## config.mk

```make
export PLATFORM = sky130hd
export DESIGN_NAME = pc_gen
export DESIGN_NICKNAME = d
export VERILOG_FILES = /design/src/rtl/pc_gen.sv
export SDC_FILE = /design/constraint.sdc
export NUM_CORES = 1
export LEC_CHECK = 0
export CORE_MARGIN = 5
export CORE_UTILIZATION = 54
export CTS_CLUSTER_SIZE = 24
export DETAILED_ROUTE_END_ITERATION = 8
export PLACE_DENSITY_LB_ADDON = 0.08
export SLEW_MARGIN = 20
export SYNTH_ARGS = -nofsm -noshare
export SYNTH_HDL_FRONTEND = slang
export SYNTH_SLANG_ARGS = --single-unit
```

## constraint.sdc

```tcl
create_clock -name clk -period 9.3 [get_ports clk]
set_input_delay 0.93 -clock clk [delete_from_list [all_inputs] [get_ports clk]]
set_output_delay 0.93 -clock clk [all_outputs]
set_load 0.02 [all_outputs]
```

## src/rtl/pc_gen.sv

```systemverilog
// Program counter generator: branch/jump target selection with misalignment
// trap and a circular return-address stack for call/return prediction.
module pc_gen #(
  parameter int              PC_W      = 32,
  parameter int              XLEN      = 64,
  parameter logic [PC_W-1:0] RESET_PC  = '0,
  parameter logic [PC_W-1:0] TRAP_PC   = 32'h0000_0100,
  parameter int              RAS_DEPTH = 4
) (
  input  logic            clk,
  input  logic            rst_n,
  input  logic            stall,
  input  logic            branch,
  input  logic [2:0]      br_type,
  input  logic            zero,
  input  logic            lt,
  input  logic            ltu,
  input  logic            jal,
  input  logic            jalr,
  input  logic            is_call,
  input  logic            is_ret,
  input  logic [XLEN-1:0] alu_result,
  input  logic [XLEN-1:0] immediate,
  output logic [PC_W-1:0] pc,
  output logic [PC_W-1:0] pc_plus4,
  output logic [PC_W-1:0] next_pc,
  output logic            taken,
  output logic            misalign,
  output logic            ras_empty,
  output logic            ras_full,
  output logic            ras_mispredict
);

  localparam int PTR_W = (RAS_DEPTH > 1) ? $clog2(RAS_DEPTH) : 1;
  localparam int CNT_W = $clog2(RAS_DEPTH + 1);

  function automatic logic br_cond_f(input logic [2:0] f3, input logic z,
                                     input logic slt, input logic ult);
    logic c;
    case (f3)
      3'b000:  c = z;
      3'b001:  c = ~z;
      3'b100:  c = slt;
      3'b101:  c = ~slt;
      3'b110:  c = ult;
      3'b111:  c = ~ult;
      default: c = 1'b0;
    endcase
    return c;
  endfunction

  logic [PC_W-1:0]  ras_mem [RAS_DEPTH];
  logic [PTR_W-1:0] ras_ptr;
  logic [PTR_W-1:0] top_idx;
  logic [CNT_W-1:0] ras_cnt;
  logic [PC_W-1:0]  ras_top;

  logic [XLEN-1:0]  pc_ext;
  logic [XLEN-1:0]  direct_sum;
  logic [PC_W-1:0]  direct_target;
  logic [PC_W-1:0]  jalr_target;
  logic [PC_W-1:0]  target;
  logic             branch_taken;
  logic             trap;
  logic             push;
  logic             pop;

  // ---- target selection (combinational) ----
  assign pc_plus4      = pc + PC_W'(4);
  assign pc_ext        = XLEN'(pc);
  assign direct_sum    = pc_ext + immediate;
  assign direct_target = direct_sum[PC_W-1:0];
  assign jalr_target   = {alu_result[PC_W-1:1], 1'b0};
  assign branch_taken  = branch & br_cond_f(br_type, zero, lt, ltu);

  always_comb begin
    target = pc_plus4;
    if (jalr)              target = jalr_target;
    else if (jal)          target = direct_target;
    else if (branch_taken) target = direct_target;
  end

  assign taken   = jalr | jal | branch_taken;
  assign trap    = taken & target[1];
  assign next_pc = trap ? TRAP_PC : target;

  // ---- return-address stack view ----
  assign top_idx   = ras_ptr - PTR_W'(1);
  assign ras_top   = ras_mem[top_idx];
  assign ras_empty = (ras_cnt == '0);
  assign ras_full  = (ras_cnt == CNT_W'(RAS_DEPTH));
  assign push      = (jal | jalr) & is_call & ~trap;
  assign pop       = jalr & is_ret & ~trap;

  assign ras_mispredict = jalr & is_ret & (ras_empty | (ras_top != jalr_target));

  // ---- pc / control state register ----
  always_ff @(posedge clk) begin
    if (!rst_n) begin
      pc       <= RESET_PC;
      misalign <= 1'b0;
      ras_ptr  <= '0;
      ras_cnt  <= '0;
    end else if (stall) begin
      misalign <= 1'b0;
    end else begin
      pc       <= next_pc;
      misalign <= trap;
      // A pop on an empty stack is a no-op, so push+pop there degrades to a push.
      if (push && pop && !ras_empty) begin
        ras_ptr <= ras_ptr;
      end else if (push) begin
        ras_ptr <= ras_ptr + PTR_W'(1);
        if (!ras_full) ras_cnt <= ras_cnt + CNT_W'(1);
      end else if (pop && !ras_empty) begin
        ras_ptr <= ras_ptr - PTR_W'(1);
        ras_cnt <= ras_cnt - CNT_W'(1);
      end
    end
  end

  // ---- RAS storage (data, no reset) ----
  always_ff @(posedge clk) begin
    if (rst_n && !stall && push) begin
      if (pop && !ras_empty) ras_mem[top_idx] <= pc_plus4;
      else                   ras_mem[ras_ptr] <= pc_plus4;
    end
  end

endmodule
```

==> implementation parameters, run 1 <==
Parameter                              Value

Worst setup path
  Kind of start point of the critical path ... primary input
  Type of the worst setup path ... in2out
  Kind of end point of the critical path ... output pin
  Crit Path Max Fanout ... 5
  CP Data Required Time ... 8370 ps
  Endpoint arrival time on the critical path ... 4670 ps

Synth
  Most common library cells after synthesis ... sky130_fd_sc_hd__edfxtp_1 (128), sky130_fd_sc_hd__nand2_1 (81), sky130_fd_sc_hd__xnor2_1 (64)
  Post-synthesis cell type count ... 75
  Number of enable-type register cells in the synthesized netlist ... 128
  Async S/R FF share, synth ... 0%
  Post-synthesis cell type with the largest combined area ... sky130_fd_sc_hd__edfxtp_1
  Seq cells post-synth ... 166
  Leading cell type by number of instances after synthesis ... sky130_fd_sc_hd__edfxtp_1
  Top cells by area in the synthesized netlist ... sky130_fd_sc_hd__edfxtp_1 (41%), sky130_fd_sc_hd__dfxtp_1 (8.1%), sky130_fd_sc_hd__mux4_2 (7.6%)
  Top flip-flop cell by instance count after synthesis ... sky130_fd_sc_hd__edfxtp_1
  Number of nets in the synthesized netlist ... 1012
  Number of instances in the synthesized netlist ... 836
  Average size of a mapped cell ... 11.28 um2
  Share of Yosys cell area claimed by the top area cell type ... 40.75%
  Synthesis Warnings ... 0
  Synth Cell Area ... 9433 um2
  Register area share after synthesis ... 48.81%

Pwr
  Worst IR Drop VDD ... 0.1057 mV
  Total leakage power ... 4.175 nW
  Cell area power density ... 163.2 nW/um2

Place
  Post-detail-place hpwl ... 21.24 mm
  Port bufs ... 177
  Final weighted congestion in routability-driven placement ... 0.9491

Floorplanning
  Die W ... 142.2 um
  Number of primary I/O pins ... 243
  Core area ... 17240 um2
  Starting density of the core ... 54.73%
  Area of the die ... 20210 um2
  Die Y-Extent ... 142.2 um
  Floorplan row count ... 48

Routing
  Met2 wire length ... 12.91 mm
  Remaining antenna violation count after routing ... 0
  Total DRC errors in the routed layout ... 0
  Total routed wire length on the met1 layer ... 11.96 mm
  Via count ... 7586
  TritonRoute pass-1 iters ... 8
  Vias per inst ... 6.113
  DRC marker count from the first detailed-route iteration ... 840
  Detailed-route wire length per cell ... 22.79 um
  Amount of wire on met3 after detailed routing ... 2.760 mm
  Highest routed metal layer ... met4
  Total length of routed wires ... 28.28 mm

CTS
  Inserted Clock Buffers ... 17
  Insertion delay to the later sink of the worst-skew pair ... 430 ps
  Number of post-CTS setup repair buffers ... 0
  Number of instances resized during post-cts repair ... 0
  Number of buffers between clock root and the deepest sink ... 2
  Post-CTS Hold Fix Bufs ... 0
  Clk slew on worst S/H paths ... 60 ps
  Number of H-tree levels ... 4
  Clock tree sinks ... 166
  Root Buffer Master ... sky130_fd_sc_hd__clkbuf_16
  TritonCTS clock tree ... built

Timing
  Post-route minimum period ... 5599 ps
  Number of hold violations in the final report ... 0
  Hold slack final ... 504.8 ps
  Period Utilization, post-route ... 60.20%
  Final worst clock skew ... 11.46 ps
  Setup-failing EPs final ... 0
  Maximum frequency from static timing analysis ... 178.6 MHz
  RSZ-0062 raised after global routing ... false
  Total Negative Setup Slacks ... 0 ps
  Worst Tran Pin Value ... 898.7 ps
  Max-slew violations ... 0
  Relative max-transition margin ... 40.08%

Final layout
  Fraction of final layout cells with drive strength greater than 1 ... 9.843%
  Number of antenna diodes ... 0
  Net count, final ... 1179
  Fill cells ... 1311
  Area delta synth->final ... 27.01%

Global routing
  First-pass GRT wire length ... 42.48 mm
  Overall fraction of global-route tracks in use ... 27.98%
  Antenna violations before repair ... 0
  Via count of the first global-routing pass ... 7195
  Total grt overflow ... 0
  Maximum number of pins on one net before global-route repair ... 41

Run status
  Outcome ... complete, no violations

Flow run
  Number of violations of the max-capacitance limit ... 0

Min path
  Worst min path class ... reg2reg
-- routing by layer --
layer / vias up / global-route usage (%)
met5: - / 0
met4: 0 / 6.818
met3: 46 / 6.956
met2: 403 / 42.48
met1: 3634 / 40.82
li1: 3503 / -
-- layout make-up --
type                    count  area (um2)  share of cell area, %
clock buffers              17       425.4                  3.551
clock inverters            15       136.4                  1.138
inverters                  17       63.81                 0.5326
multi-input cells         613        4613                  38.51
flip-flops and latches    166        4606                  38.44
well taps                 225       281.5                  2.350
repair buffers            188        1854                  15.48
-- metrics by stage --
step | power, W | setup WS [ps] | utilization (%) | instance area [um2] | cells
final | 0.001955 | 3701 | 69.50 | 11980 | 1241
after global routing | 0.002030 | 3478 | 69.50 | 11980 | 1241
after CTS | 0.001958 | 3726 | 69.50 | 11980 | 1241
after detailed placement | 0.001301 | 3741 | 66.25 | 11420 | 1209
after global placement | 0.001298 | 3747 | 66.25 | 11420 | 1209
after floorplan | 0.001115 | 4541 | - | 9433 | 836
-- worst max-delay path: stages --
cell                              delay (ps)
sky130_fd_sc_hd__clkdlybuf4s50_1         400
sky130_fd_sc_hd__ha_1                    230
sky130_fd_sc_hd__fa_1                    400
sky130_fd_sc_hd__a21oi_1                 290
sky130_fd_sc_hd__o211ai_2                140
sky130_fd_sc_hd__a31oi_4                 310
sky130_fd_sc_hd__o21ai_1                 180
sky130_fd_sc_hd__a21o_1                  230
sky130_fd_sc_hd__a2111oi_0               410
sky130_fd_sc_hd__nor4b_1                 140
sky130_fd_sc_hd__nor3_1                  320
sky130_fd_sc_hd__clkdlybuf4s50_1         680
-- final timing paths --
| check | start | slack, ps | end | cells past startpoint |
|---|---|---|---|---|
| setup / recovery | immediate[0] | 3700 | next_pc[20] | 12 |
| hold / removal | ras_cnt[2]$_SDFFE_PN0P_ | 500 | ras_cnt[2]$_SDFFE_PN0P_ | 2 |
| setup reg to reg | pc[0]$_SDFFE_PN0N_ | 5360 | ras_mem[0][12]$_DFFE_PP_ | 7 |
| hold reg to reg | ras_cnt[2]$_SDFFE_PN0P_ | 500 | ras_cnt[2]$_SDFFE_PN0P_ | 2 |
-- kinds of logic (layout without fill, tap and decap cells) --
| group | Yosys count | after routing | share of synthesized area, % |
|---|---|---|---|
| flops | 166 | 166 | 48.81 |
| buf+inv | 57 | 237 | 2.441 |
| fa+ha+maj | 34 | 34 | 4.590 |
| simple gates | 269 | 269 | 14.09 |
| mux | 43 | 43 | 8.821 |
| compound gates | 181 | 181 | 13.26 |
| xor+xnor | 86 | 86 | 7.985 |
-- state kept, by name, summed over array words and instances, names as in the netlist --
register,cells
misalign,1
pc,32
ras_cnt,3
ras_mem,128
ras_ptr,2
-- power by group --
part | switching (W) | internal, W | leakage, nW
logic | 0.000251 | 0.000200 | 2.43
registers | 0.0000261 | 0.000814 | 1.48
clock network | 0.000310 | 0.000354 | 0.266
total | 0.000587 | 0.00137 | 4.17
-- cell usage in the layout (no fill, tap or decap), types with 7 or more instances in the layout --
cell / instances
sky130_fd_sc_hd__a21oi_1: 45
sky130_fd_sc_hd__o31ai_1: 7
sky130_fd_sc_hd__nand4_1: 19
sky130_fd_sc_hd__o21ai_0: 33
sky130_fd_sc_hd__and2_1: 10
sky130_fd_sc_hd__nor3_1: 17
sky130_fd_sc_hd__nand3_1: 25
sky130_fd_sc_hd__nand2_1: 81
sky130_fd_sc_hd__dfxtp_1: 37
sky130_fd_sc_hd__mux2i_1: 10
sky130_fd_sc_hd__xnor2_1: 64
sky130_fd_sc_hd__clkbuf_16: 17
sky130_fd_sc_hd__o211ai_1: 8
sky130_fd_sc_hd__nor2_1: 54
sky130_fd_sc_hd__ha_1: 33
sky130_fd_sc_hd__nor2b_1: 8
sky130_fd_sc_hd__edfxtp_1: 128
sky130_fd_sc_hd__clkdlybuf4s50_1: 177
sky130_fd_sc_hd__o21ai_1: 9
sky130_fd_sc_hd__mux4_2: 32
sky130_fd_sc_hd__xor2_1: 22
sky130_fd_sc_hd__inv_1: 16
sky130_fd_sc_hd__a211oi_1: 7
sky130_fd_sc_hd__buf_4: 11
sky130_fd_sc_hd__and3_1: 9
sky130_fd_sc_hd__a21o_1: 13
(Power assumes the default switching activity.)
==> run 2: changes to the inputs <==
--- a/config.mk
+++ b/config.mk
@@ -6,7 +6,7 @@
 export NUM_CORES = 1
 export LEC_CHECK = 0
 export CORE_MARGIN = 5
-export CORE_UTILIZATION = 54
+export CORE_UTILIZATION = 50
 export CTS_CLUSTER_SIZE = 24
 export DETAILED_ROUTE_END_ITERATION = 8
 export PLACE_DENSITY_LB_ADDON = 0.08
==> constraint.sdc (replaced) <==
create_clock -name clk -period 5.45 [get_ports clk]
set_input_delay 0.545 -clock clk [delete_from_list [all_inputs] [get_ports clk]]
set_output_delay 0.545 -clock clk [all_outputs]
set_load 0.02 [all_outputs]
==> implementation parameters, run 2 (synthesized netlist as in run 1, its figures left out) <==
Parameter                              Value

Run status
  Outcome ... complete, no violations

Timing
  Number of hold violations in the final report ... 0 (unchanged)
  Setup-failing EPs final ... 0 (unchanged)
  Max-slew violations ... 0 (unchanged)
  Maximum frequency from static timing analysis ... 207.2 MHz
  Final worst clock skew ... 12.55 ps (+1.090 ps)
  Period Utilization, post-route ... 88.56%
  RSZ-0062 raised after global routing ... false
  Post-route minimum period ... 4826 ps
  Worst Tran Pin Value ... 831.9 ps (-66.85 ps)
  Setup WS post-layout ... 623.7 ps (-3077 ps)
  Relative max-transition margin ... 44.54% (+4.5 points)
  Total Negative Setup Slacks ... 0 ps (unchanged)

Place
  Setup slack after placement ... 634.5 ps (-3106 ps)
  Final weighted congestion in routability-driven placement ... 0.9656 (+1.7%)
  Post-detail-place hpwl ... 21.53 mm (+1.4%)
  Port bufs ... 177 (unchanged)

Routing
  Vias per inst ... 6.046 (-1.1%)
  Met2 wire length ... 13.00 mm (+0.70%)
  Total routed wire length on the met1 layer ... 12.75 mm (+6.6%)
  Total length of routed wires ... 28.62 mm (+1.2%)
  Total DRC errors in the routed layout ... 0 (unchanged)
  Via count ... 7582 (-0.053%)
  Remaining antenna violation count after routing ... 0 (unchanged)
  TritonRoute pass-1 iters ... 7 (-1)
  DRC marker count from the first detailed-route iteration ... 605 (-28%)
  Highest routed metal layer ... met4
  Amount of wire on met3 after detailed routing ... 2.273 mm (-18%)
  Detailed-route wire length per cell ... 22.82 um (+0.13%)

Worst setup path
  Kind of end point of the critical path ... output pin
  Kind of start point of the critical path ... primary input
  Crit path top cell by count ... sky130_fd_sc_hd__clkdlybuf4s50_1
  Register-to-register setup slack ... 1770 ps (-3590 ps)
  Endpoint arrival time on the critical path ... 4280 ps (-390 ps)
  R2R cell count ... 7 (unchanged)
  Longest individual stage delay on the worst path ... 670 ps (about the same)
  CP Data Required Time ... 4910 ps (-3460 ps)
  Cell chain of the critical path ... clkdlybuf4s50_1, ha_1, fa_1, a21oi_1, o211ai_2, a31oi_4, o21ai_1, a21o_1, a2111oi_0, nor4b_1, nor3_1, clkdlybuf4s50_1
  Crit Path Max Fanout ... 5 (unchanged)
  Highest-delay cell along the critical path ... sky130_fd_sc_hd__clkdlybuf4s50_1
  Type of the worst setup path ... in2out

Final layout
  Commonest cells after routing, fill and taps aside ... sky130_fd_sc_hd__clkdlybuf4s50_1 (177), sky130_fd_sc_hd__edfxtp_1 (128), sky130_fd_sc_hd__nand2_1 (81), sky130_fd_sc_hd__xnor2_1 (64), sky130_fd_sc_hd__nor2_1 (54)
  Fill cells ... 1476 (+13%)
  Number of antenna diodes ... 0 (unchanged)
  Most frequent standard cell in the layout excluding fill and tap cells ... sky130_fd_sc_hd__clkdlybuf4s50_1
  Registers with the most flip-flops ... ras_mem x128, pc x32, ras_cnt x3
  Register with the most flip-flops ... ras_mem
  Area delta synth->final ... 27.83%
  Net count, final ... 1183 (+0.34%)
  Fraction of final layout cells with drive strength greater than 1 ... 10.20% (+0.35 points)
  Number of flip-flops under the largest register name ... 128 (unchanged)

Pwr
  Worst IR Drop VDD ... 0.1725 mV (+63%)
  Overall power ... 0.003417 W (+75%)
  Cell area power density ... 283.4 nW/um2 (+74%)
  Total leakage power ... 4.218 nW (+1.0%)

CTS
  Inserted Clock Buffers ... 17 (unchanged)
  Insertion delay to the later sink of the worst-skew pair ... 420 ps (about the same)
  Root Buffer Master ... sky130_fd_sc_hd__clkbuf_16
  TritonCTS clock tree ... built
  Number of H-tree levels ... 4 (unchanged)
  Number of buffers between clock root and the deepest sink ... 2 (unchanged)
  Clk slew on worst S/H paths ... 60 ps (about the same)
  Number of post-CTS setup repair buffers ... 0 (unchanged)
  Number of instances resized during post-cts repair ... 0 (unchanged)
  Clock tree sinks ... 166 (unchanged)
  Post-CTS Hold Fix Bufs ... 0 (unchanged)

Min path
  Instance count along the most critical hold path ... 2 (unchanged)
  Worst min path class ... reg2reg

Global routing
  Overall fraction of global-route tracks in use ... 26.11% (-1.9 points)
  First-pass GRT wire length ... 43.27 mm (+1.9%)
  Antenna violations before repair ... 0 (unchanged)
  Maximum number of pins on one net before global-route repair ... 40 (-2.4%)
  Via count of the first global-routing pass ... 7303 (+1.5%)
  Total grt overflow ... 0 (unchanged)

Floorplanning
  Die Y-Extent ... 147.4 um (+3.6%)
  Die W ... 147.4 um (+3.6%)
  Core area ... 18640 um2 (+8.2%)
  Starting density of the core ... 50.60% (-4.1 points)
  Floorplan row count ... 50 (+4.2%)
  Number of primary I/O pins ... 243 (unchanged)
  Area of the die ... 21710 um2 (+7.4%)

Flow run
  Number of violations of the max-capacitance limit ... 0 (unchanged)
-- run 2: changes by cell type in the layout (fill, tap and decap cells not counted), sizes merged --
cell,change
bufinv,+2
clkinvlp,-2
inv,-3
clkbuf,+3
buf,+4
-- run 2: where the power goes --
group	internal [W]	total (W)	switching, W
combinational	0.000344	0.000771	0.000427
clock	0.000709	0.00121	0.000502
sequential	0.00139	0.00144	0.0000466
total	0.00244	0.00342	0.000975
-- run 2: worst max-delay path: cells and delay by family --
kind / cells / cell delay [ps]
and+or+nand+nor: 2 / 480
buffers and inverters: 2 / 1070
AOI/OAI and AO/OA: 6 / 1510
adders and majority gates: 2 / 650
-- run 2: layer usage --
| layer | up-vias | GRT usage [%] |
|---|---|---|
| li1 | 3508 | - |
| met1 | 3700 | 38.50 |
| met2 | 339 | 40.16 |
| met3 | 35 | 4.287 |
| met4 | 0 | 7.456 |
| met5 | - | 0 |
-- run 2: worst paths after layout --
check                                from                       end
setup / recovery             immediate[0]               next_pc[20]
hold / removal    ras_cnt[2]$_SDFFE_PN0P_   ras_cnt[2]$_SDFFE_PN0P_
setup reg to reg       pc[0]$_SDFFE_PN0N_  ras_mem[0][19]$_DFFE_PP_
hold reg to reg   ras_cnt[2]$_SDFFE_PN0P_   ras_cnt[2]$_SDFFE_PN0P_
-- run 2: final cells by class --
type	instances	area (um2)	share of cell area, %
timing repair buffer	192	1884	15.63
clock buffer	20	456.7	3.787
multi-input combinational	613	4613	38.26
clock inverter	12	141.4	1.173
tap	234	292.8	2.428
sequential	166	4606	38.20
inverter	17	63.81	0.5292
-- run 2: through the flow --
step	utilization, %	cell area (um2)	hold WS [ps]	std cells
4_1_cts	64.68	12060	509.0	1254
2_1_floorplan	-	9433	461.1	836
3_5_place_dp	61.47	11460	495.3	1222
3_3_place_gp	61.47	11460	478.5	1222
6_report	64.68	12060	511.3	1254
5_1_grt	64.68	12060	548.9	1254
